`config.mk`:
```
export PLATFORM = sky130hd
export DESIGN_NAME = hazard_ctrl_unit
export DESIGN_NICKNAME = d
export VERILOG_FILES = /design/src/rtl/hazard_ctrl_unit.sv
export SDC_FILE = /design/constraint.sdc
export NUM_CORES = 1
export LEC_CHECK = 0
export BUFFER_PORTS_ARGS = -buffer_cell sky130_fd_sc_hd__buf_2
export CORE_UTILIZATION = 44
export CTS_CLUSTER_DIAMETER = 200
export DETAILED_ROUTE_END_ITERATION = 10
export GPL_ROUTABILITY_DRIVEN = 1
export PLACE_DENSITY = 0.85
export SLEW_MARGIN = 20
export SYNTH_ARGS = -nofsm -noshare
export SYNTH_HDL_FRONTEND = slang
export SYNTH_SLANG_ARGS = --single-unit
```
`constraint.sdc`:
```
create_clock -name CLK -period 5 [get_ports CLK]
set_input_delay 1 -clock CLK [delete_from_list [all_inputs] [get_ports CLK]]
set_output_delay 1 -clock CLK [all_outputs]
set_load 0.01 [all_outputs]
```
`src/rtl/hazard_ctrl_unit.sv`:
```
// Pipeline hazard controller: stall/flush/bubble generation, EX operand forward select, post-WB buffer.
// Define HAZARD_FWD_EN for the forwarding build; otherwise every RAW dependency is resolved by stalling.
module hazard_ctrl_unit #(
    parameter int XLEN = 32,
    parameter int RA_W = 5
) (
    input  logic            CLK,
    input  logic            RESET,
    input  logic [RA_W-1:0] ID_RS1_ADDR,
    input  logic [RA_W-1:0] ID_RS2_ADDR,
    input  logic            ID_RS1_USED,
    input  logic            ID_RS2_USED,
    input  logic [RA_W-1:0] EX_RD_ADDR,
    input  logic            EX_REG_WRITE_EN,
    input  logic            EX_IS_LOAD,
    input  logic [RA_W-1:0] MEM_RD_ADDR,
    input  logic            MEM_REG_WRITE_EN,
    input  logic [RA_W-1:0] WB_RD_ADDR,
    input  logic            WB_REG_WRITE_EN,
    input  logic [XLEN-1:0] WB_VALUE,
    input  logic            EX_BJ_SIG,
    input  logic            INSTR_MEM_BUSYWAIT,
    input  logic            DATA_MEM_BUSYWAIT,
    output logic            PC_STALL,
    output logic            IF_ID_STALL,
    output logic            IF_ID_FLUSH,
    output logic            ID_EX_STALL,
    output logic            ID_EX_BUBBLE,
    output logic            EX_MEM_STALL,
    output logic            MEM_WB_STALL,
    output logic [1:0]      FWD_SEL1,
    output logic [1:0]      FWD_SEL2,
    output logic [XLEN-1:0] POSTWB_VALUE
);

    typedef enum logic [1:0] {
        RUN       = 2'd0,
        LD_STALL  = 2'd1,
        DMEM_WAIT = 2'd2,
        RAW_WAIT  = 2'd3
    } state_t;

    state_t r_state;
    state_t w_next;

    logic w_ex_hit;
    logic w_load_use;
    logic w_hazard;
    logic w_wb_capture;

    function automatic logic src_hit(input logic [RA_W-1:0] src, input logic used,
                                     input logic [RA_W-1:0] rd, input logic we);
        return used && we && (rd != '0) && (src == rd);
    endfunction

    assign w_ex_hit   = src_hit(ID_RS1_ADDR, ID_RS1_USED, EX_RD_ADDR, EX_REG_WRITE_EN) ||
                        src_hit(ID_RS2_ADDR, ID_RS2_USED, EX_RD_ADDR, EX_REG_WRITE_EN);
    assign w_load_use = EX_IS_LOAD && w_ex_hit;

`ifdef HAZARD_FWD_EN
    // LD_STALL suppresses re-detection so a load-use stall lasts exactly one cycle.
    assign w_hazard = w_load_use && (r_state != LD_STALL);
`else
    logic w_mem_hit;
    logic w_wb_hit;

    assign w_mem_hit = src_hit(ID_RS1_ADDR, ID_RS1_USED, MEM_RD_ADDR, MEM_REG_WRITE_EN) ||
                       src_hit(ID_RS2_ADDR, ID_RS2_USED, MEM_RD_ADDR, MEM_REG_WRITE_EN);
    assign w_wb_hit  = src_hit(ID_RS1_ADDR, ID_RS1_USED, WB_RD_ADDR, WB_REG_WRITE_EN) ||
                       src_hit(ID_RS2_ADDR, ID_RS2_USED, WB_RD_ADDR, WB_REG_WRITE_EN);
    assign w_hazard  = w_ex_hit || w_mem_hit || w_wb_hit || w_load_use;
`endif

    always_ff @(posedge CLK) begin
        if (RESET) begin
            r_state <= RUN;
        end else begin
            r_state <= w_next;
        end
    end

    always_comb begin
        w_next       = r_state;
        PC_STALL     = 1'b0;
        IF_ID_STALL  = 1'b0;
        IF_ID_FLUSH  = 1'b0;
        ID_EX_STALL  = 1'b0;
        ID_EX_BUBBLE = 1'b0;
        EX_MEM_STALL = 1'b0;
        MEM_WB_STALL = 1'b0;
        if (DATA_MEM_BUSYWAIT) begin
            w_next       = DMEM_WAIT;
            PC_STALL     = 1'b1;
            IF_ID_STALL  = 1'b1;
            ID_EX_STALL  = 1'b1;
            EX_MEM_STALL = 1'b1;
            MEM_WB_STALL = 1'b1;
        end else if (EX_BJ_SIG) begin
            w_next       = RUN;
            IF_ID_FLUSH  = 1'b1;
            ID_EX_BUBBLE = 1'b1;
        end else if (w_hazard) begin
`ifdef HAZARD_FWD_EN
            w_next       = LD_STALL;
`else
            w_next       = RAW_WAIT;
`endif
            PC_STALL     = 1'b1;
            IF_ID_STALL  = 1'b1;
            ID_EX_BUBBLE = 1'b1;
        end else begin
            w_next       = RUN;
            PC_STALL     = INSTR_MEM_BUSYWAIT;
            IF_ID_FLUSH  = INSTR_MEM_BUSYWAIT;
        end
    end

    assign w_wb_capture = WB_REG_WRITE_EN && (WB_RD_ADDR != '0);

    logic [XLEN-1:0] r_pwb_value;

    always_ff @(posedge CLK) begin
        if (RESET) begin
            r_pwb_value <= '0;
        end else if (!MEM_WB_STALL && w_wb_capture) begin
            r_pwb_value <= WB_VALUE;
        end
    end

    assign POSTWB_VALUE = r_pwb_value;

`ifdef HAZARD_FWD_EN
    logic [1:0]      r_fwd_sel1;
    logic [1:0]      r_fwd_sel2;
    logic            r_pwb_valid;
    logic [RA_W-1:0] r_pwb_addr;
    logic [1:0]      w_sel1;
    logic [1:0]      w_sel2;

    function automatic logic [1:0] fwd_src(input logic [RA_W-1:0] src,
                                           input logic [RA_W-1:0] mem_rd, input logic mem_we,
                                           input logic [RA_W-1:0] wb_rd,  input logic wb_we,
                                           input logic pwb_valid, input logic [RA_W-1:0] pwb_addr);
        if (src_hit(src, 1'b1, mem_rd, mem_we)) begin
            return 2'b01;
        end else if (src_hit(src, 1'b1, wb_rd, wb_we)) begin
            return 2'b10;
        end else if (src_hit(src, 1'b1, pwb_addr, pwb_valid)) begin
            return 2'b11;
        end
        return 2'b00;
    endfunction

    assign w_sel1 = fwd_src(ID_RS1_ADDR, MEM_RD_ADDR, MEM_REG_WRITE_EN, WB_RD_ADDR,
                            WB_REG_WRITE_EN, r_pwb_valid, r_pwb_addr);
    assign w_sel2 = fwd_src(ID_RS2_ADDR, MEM_RD_ADDR, MEM_REG_WRITE_EN, WB_RD_ADDR,
                            WB_REG_WRITE_EN, r_pwb_valid, r_pwb_addr);

    always_ff @(posedge CLK) begin
        if (RESET) begin
            r_fwd_sel1  <= '0;
            r_fwd_sel2  <= '0;
            r_pwb_valid <= 1'b0;
            r_pwb_addr  <= '0;
        end else begin
            if (!ID_EX_STALL) begin
                r_fwd_sel1 <= ID_EX_BUBBLE ? 2'b00 : w_sel1;
                r_fwd_sel2 <= ID_EX_BUBBLE ? 2'b00 : w_sel2;
            end
            if (!MEM_WB_STALL) begin
                r_pwb_valid <= w_wb_capture;
                if (w_wb_capture) begin
                    r_pwb_addr <= WB_RD_ADDR;
                end
            end
        end
    end

    assign FWD_SEL1 = r_fwd_sel1;
    assign FWD_SEL2 = r_fwd_sel2;
`else
    assign FWD_SEL1 = 2'b00;
    assign FWD_SEL2 = 2'b00;
`endif

endmodule

```
==> impl_metrics.env <==
export IMPL_antenna_found_initial=0
export IMPL_rsz0062_at_grt="no"
export IMPL_reg2reg_to="POSTWB_VALUE[30]"
export IMPL_drtIter0Drc=146
export IMPL_postCtsHoldBufs=0
export IMPL_nFillCells=333
export IMPL_wirelength_um=4043
export IMPL_p_per_area_nw_per_um2=262.8
export IMPL_multi_input_area_sq_um=869.6
export IMPL_min_from="POSTWB_VALUE[0]"
export IMPL_cts_buffers=5
export IMPL_critPathTopFamily="compound AO/OA/AOI/OAI gates"
export IMPL_place_inst=344
export IMPL_design_area_sq_um=2185
export IMPL_grt_overflow_total=0
export IMPL_fin_util_pct=63.96
export IMPL_grt_met2_usage_pct=39.13
export IMPL_htreeDepth=2
export IMPL_path_clk_slew_ps=90
export IMPL_dp_hpwl_um=3249
export IMPL_netlist_top_cells_area="dfxtp_1, nand2_1, a21oi_1, xor2_1, xnor2_1"
export IMPL_fin_crit_sh_pct=71.13
export IMPL_hold_path_end="POSTWB_VALUE[0]"
export IMPL_setup_tns_final_ps=0
export IMPL_power_uw=574.2
export IMPL_slew_violations=0
export IMPL_clock_sinks=32
export IMPL_cts_root_buf="clkbuf_4"
export IMPL_ys_ff_latch=32
export IMPL_coreArea_sq_um=3416
export IMPL_clk_path_buf_depth=2
export IMPL_met1_usage_pct=23.26
export IMPL_ant_nets=0
export IMPL_ios=111
export IMPL_synth_cell_types=25
export IMPL_synth_xor_area_share_pct=16.29
export IMPL_path_max_fanout=4
export IMPL_ff2ff_path_depth=2
export IMPL_postPlaceCellArea_sq_um=2108
export IMPL_busiest_layer="met2"
export IMPL_hold_path_class="reg -> reg"
export IMPL_path_buf_inv=2
export IMPL_die_w_um=62.54
export IMPL_drt_wirelength_per_cell_um=11.49
export IMPL_grt_pass1_vias=1518
export IMPL_grt_use_total_pct=21.20
export IMPL_worstPathRequired_ps=4000
export IMPL_worst_pin_slew_ps=574.6
export IMPL_pre_cts_ws_ps=1452
export IMPL_clock_latency_ps=310
export IMPL_grt_pass1_wl_um=6679
export IMPL_synth_top_family_by_area="simple AND/OR/NAND/NOR gates"
export IMPL_drive_gt1_share_pct=37.91
export IMPL_seq_area_sq_um=640.6
export IMPL_synth_top_area_cell="dfxtp_1"
export IMPL_whs_ps=453.8
export IMPL_synthAdderAreaFrac_pct=0
export IMPL_cp_arrival_ps=2560
export IMPL_r2r_start="POSTWB_VALUE[30]"
export IMPL_largest_reg_flops=32
export IMPL_syn_area_sq_um=1613
export IMPL_fp_dieH_um=62.54
export IMPL_vias=1693
export IMPL_areaGrowthSynthToFinish_pct=35.45
export IMPL_viasPerCell=4.810
export IMPL_fmax_ghz=0.2812
export IMPL_clock_skew_ps=0
export IMPL_cap_violations=0
export IMPL_port_buffers=105
export IMPL_gp_congestion=0.8985
export IMPL_antenna_cells=0
export IMPL_rows=21
export IMPL_synth_compound_area_share_pct=14.90
export IMPL_worst_slack_ps=1443
export IMPL_cts_tree="yes"
export IMPL_start_kind="primary input"
export IMPL_critPathKind="in -> out"
export IMPL_r2r_slack_ps=4360
export IMPL_setup_viol=0
export IMPL_path_common_cell="buf_2"
export IMPL_cts_resized=0
export IMPL_slew_headroom_pct=61.70
export IMPL_slowest_stage="or4_1"
export IMPL_ys_warn_count=0
export IMPL_status="finished clean"
export IMPL_hold_path_depth=2
export IMPL_synth_mux_area_share_pct=0
export IMPL_start_util_pct=47.22
export IMPL_period_minus_slack_ps=3557
export IMPL_nNetsFinal=373
export IMPL_vdd_ir_drop_max_mv=0.1520
export IMPL_post_cts_buffers=0
export IMPL_drt_drc_violations_left=0
export IMPL_final_instance_count_excl_fill=352
export IMPL_met3_usage_pct=4.927
export IMPL_grt_max_degree=33
export IMPL_p_leak_nw=1.034
export IMPL_dr_pass1_iters=4
export IMPL_dieArea_sq_um=3911
export IMPL_final_hold_violation_count=0
export IMPL_postSynthAreaPerCell_sq_um=7.867
export IMPL_cp_cell_sequence="buf_2 > or4_1 > o21ai_2 > o22ai_1 > o41ai_1 > buf_2"
export IMPL_synthCells=205
export IMPL_synth_simple_area_share_pct=21.64
export IMPL_netlist_area_leader_share_pct=39.72
export IMPL_seq_area_frac_synth_pct=39.72
export IMPL_end_kind="output pin"
export IMPL_slowest_delay_ps=530
## cell families after synthesis
| family | count (synthesis) |
|---|---|
| XOR/XNOR | 30 |
| buffers and inverters | 18 |
| flip-flops | 32 |
| AO/OA/AOI/OAI | 42 |
| AND/OR/NAND/NOR | 82 |
| other | 1 |
## tightest hold or removal path, cell delays in order (launching register included)
cell	delay (ps)
dfxtp_1	320
nand2_1	50
a21oi_1	50
## worst max-delay path by stage
stage	start	end	slack (ps)	cells after the start
floorplan	WB_RD_ADDR[2]	IF_ID_FLUSH	1730	4
global placement	WB_RD_ADDR[2]	PC_STALL	1490	6
detailed placement	WB_RD_ADDR[2]	IF_ID_FLUSH	1450	6
CTS	WB_RD_ADDR[2]	IF_ID_FLUSH	1440	6
global route	WB_RD_ADDR[2]	IF_ID_FLUSH	1360	6
finish	WB_RD_ADDR[2]	IF_ID_FLUSH	1440	6
## layout make-up
| type | count | area share [%] |
|---|---|---|
| Timing Repair Buffer | 106 | 24.40 |
| Inverter | 2 | 0.3436 |
| Tap cell | 46 | 2.635 |
| Clock inverter | 2 | 1.604 |
| Multi-Input combinational cell | 158 | 39.81 |
| Clock buffer | 6 | 1.890 |
| Sequential cell | 32 | 29.32 |
## report_power, final
part           internal (mW)  switching (mW)
clock                  0.105          0.0799
sequential             0.267         0.00549
combinational         0.0543          0.0630
total                  0.426           0.148
## layout by cell type, fill, tap and decap left out, drive strengths merged
cell	Yosys	final
conb	1	4
and2	1	1
or2b	1	1
nand4	2	2
o41a	1	1
clkbuf	6	6
nor4	4	4
xor2	16	16
inv	2	2
o22ai	1	1
o22a	1	1
or4	3	3
clkinv	0	1
bufinv	0	1
a32oi	1	1
o31a	2	2
nand3	4	4
o21ai	2	2
xnor2	14	14
a21oi	33	33
o41ai	1	1
nor2	2	2
dfxtp	32	32
nand2	65	65
buf	10	106
## routing by layer
layer  wire, um  up-vias
met4         62        0
li1           -      867
met3        213        6
met5          0        -
met1       1656      755
met2       2110       65
## synthesized netlist by cell type, drive strengths merged
cell type,instances
xor2,16
or2b,1
buf,10
nand4,2
nand3,4
o21ai,2
a21oi,33
a32oi,1
xnor2,14
dfxtp,32
o22ai,1
o41ai,1
o22a,1
nand2,65
conb,1
or4,3
clkbuf,6
o31a,2
nor4,4
o41a,1
inv,2
and2,1
nor2,2
(Power assumes the default switching activity.)
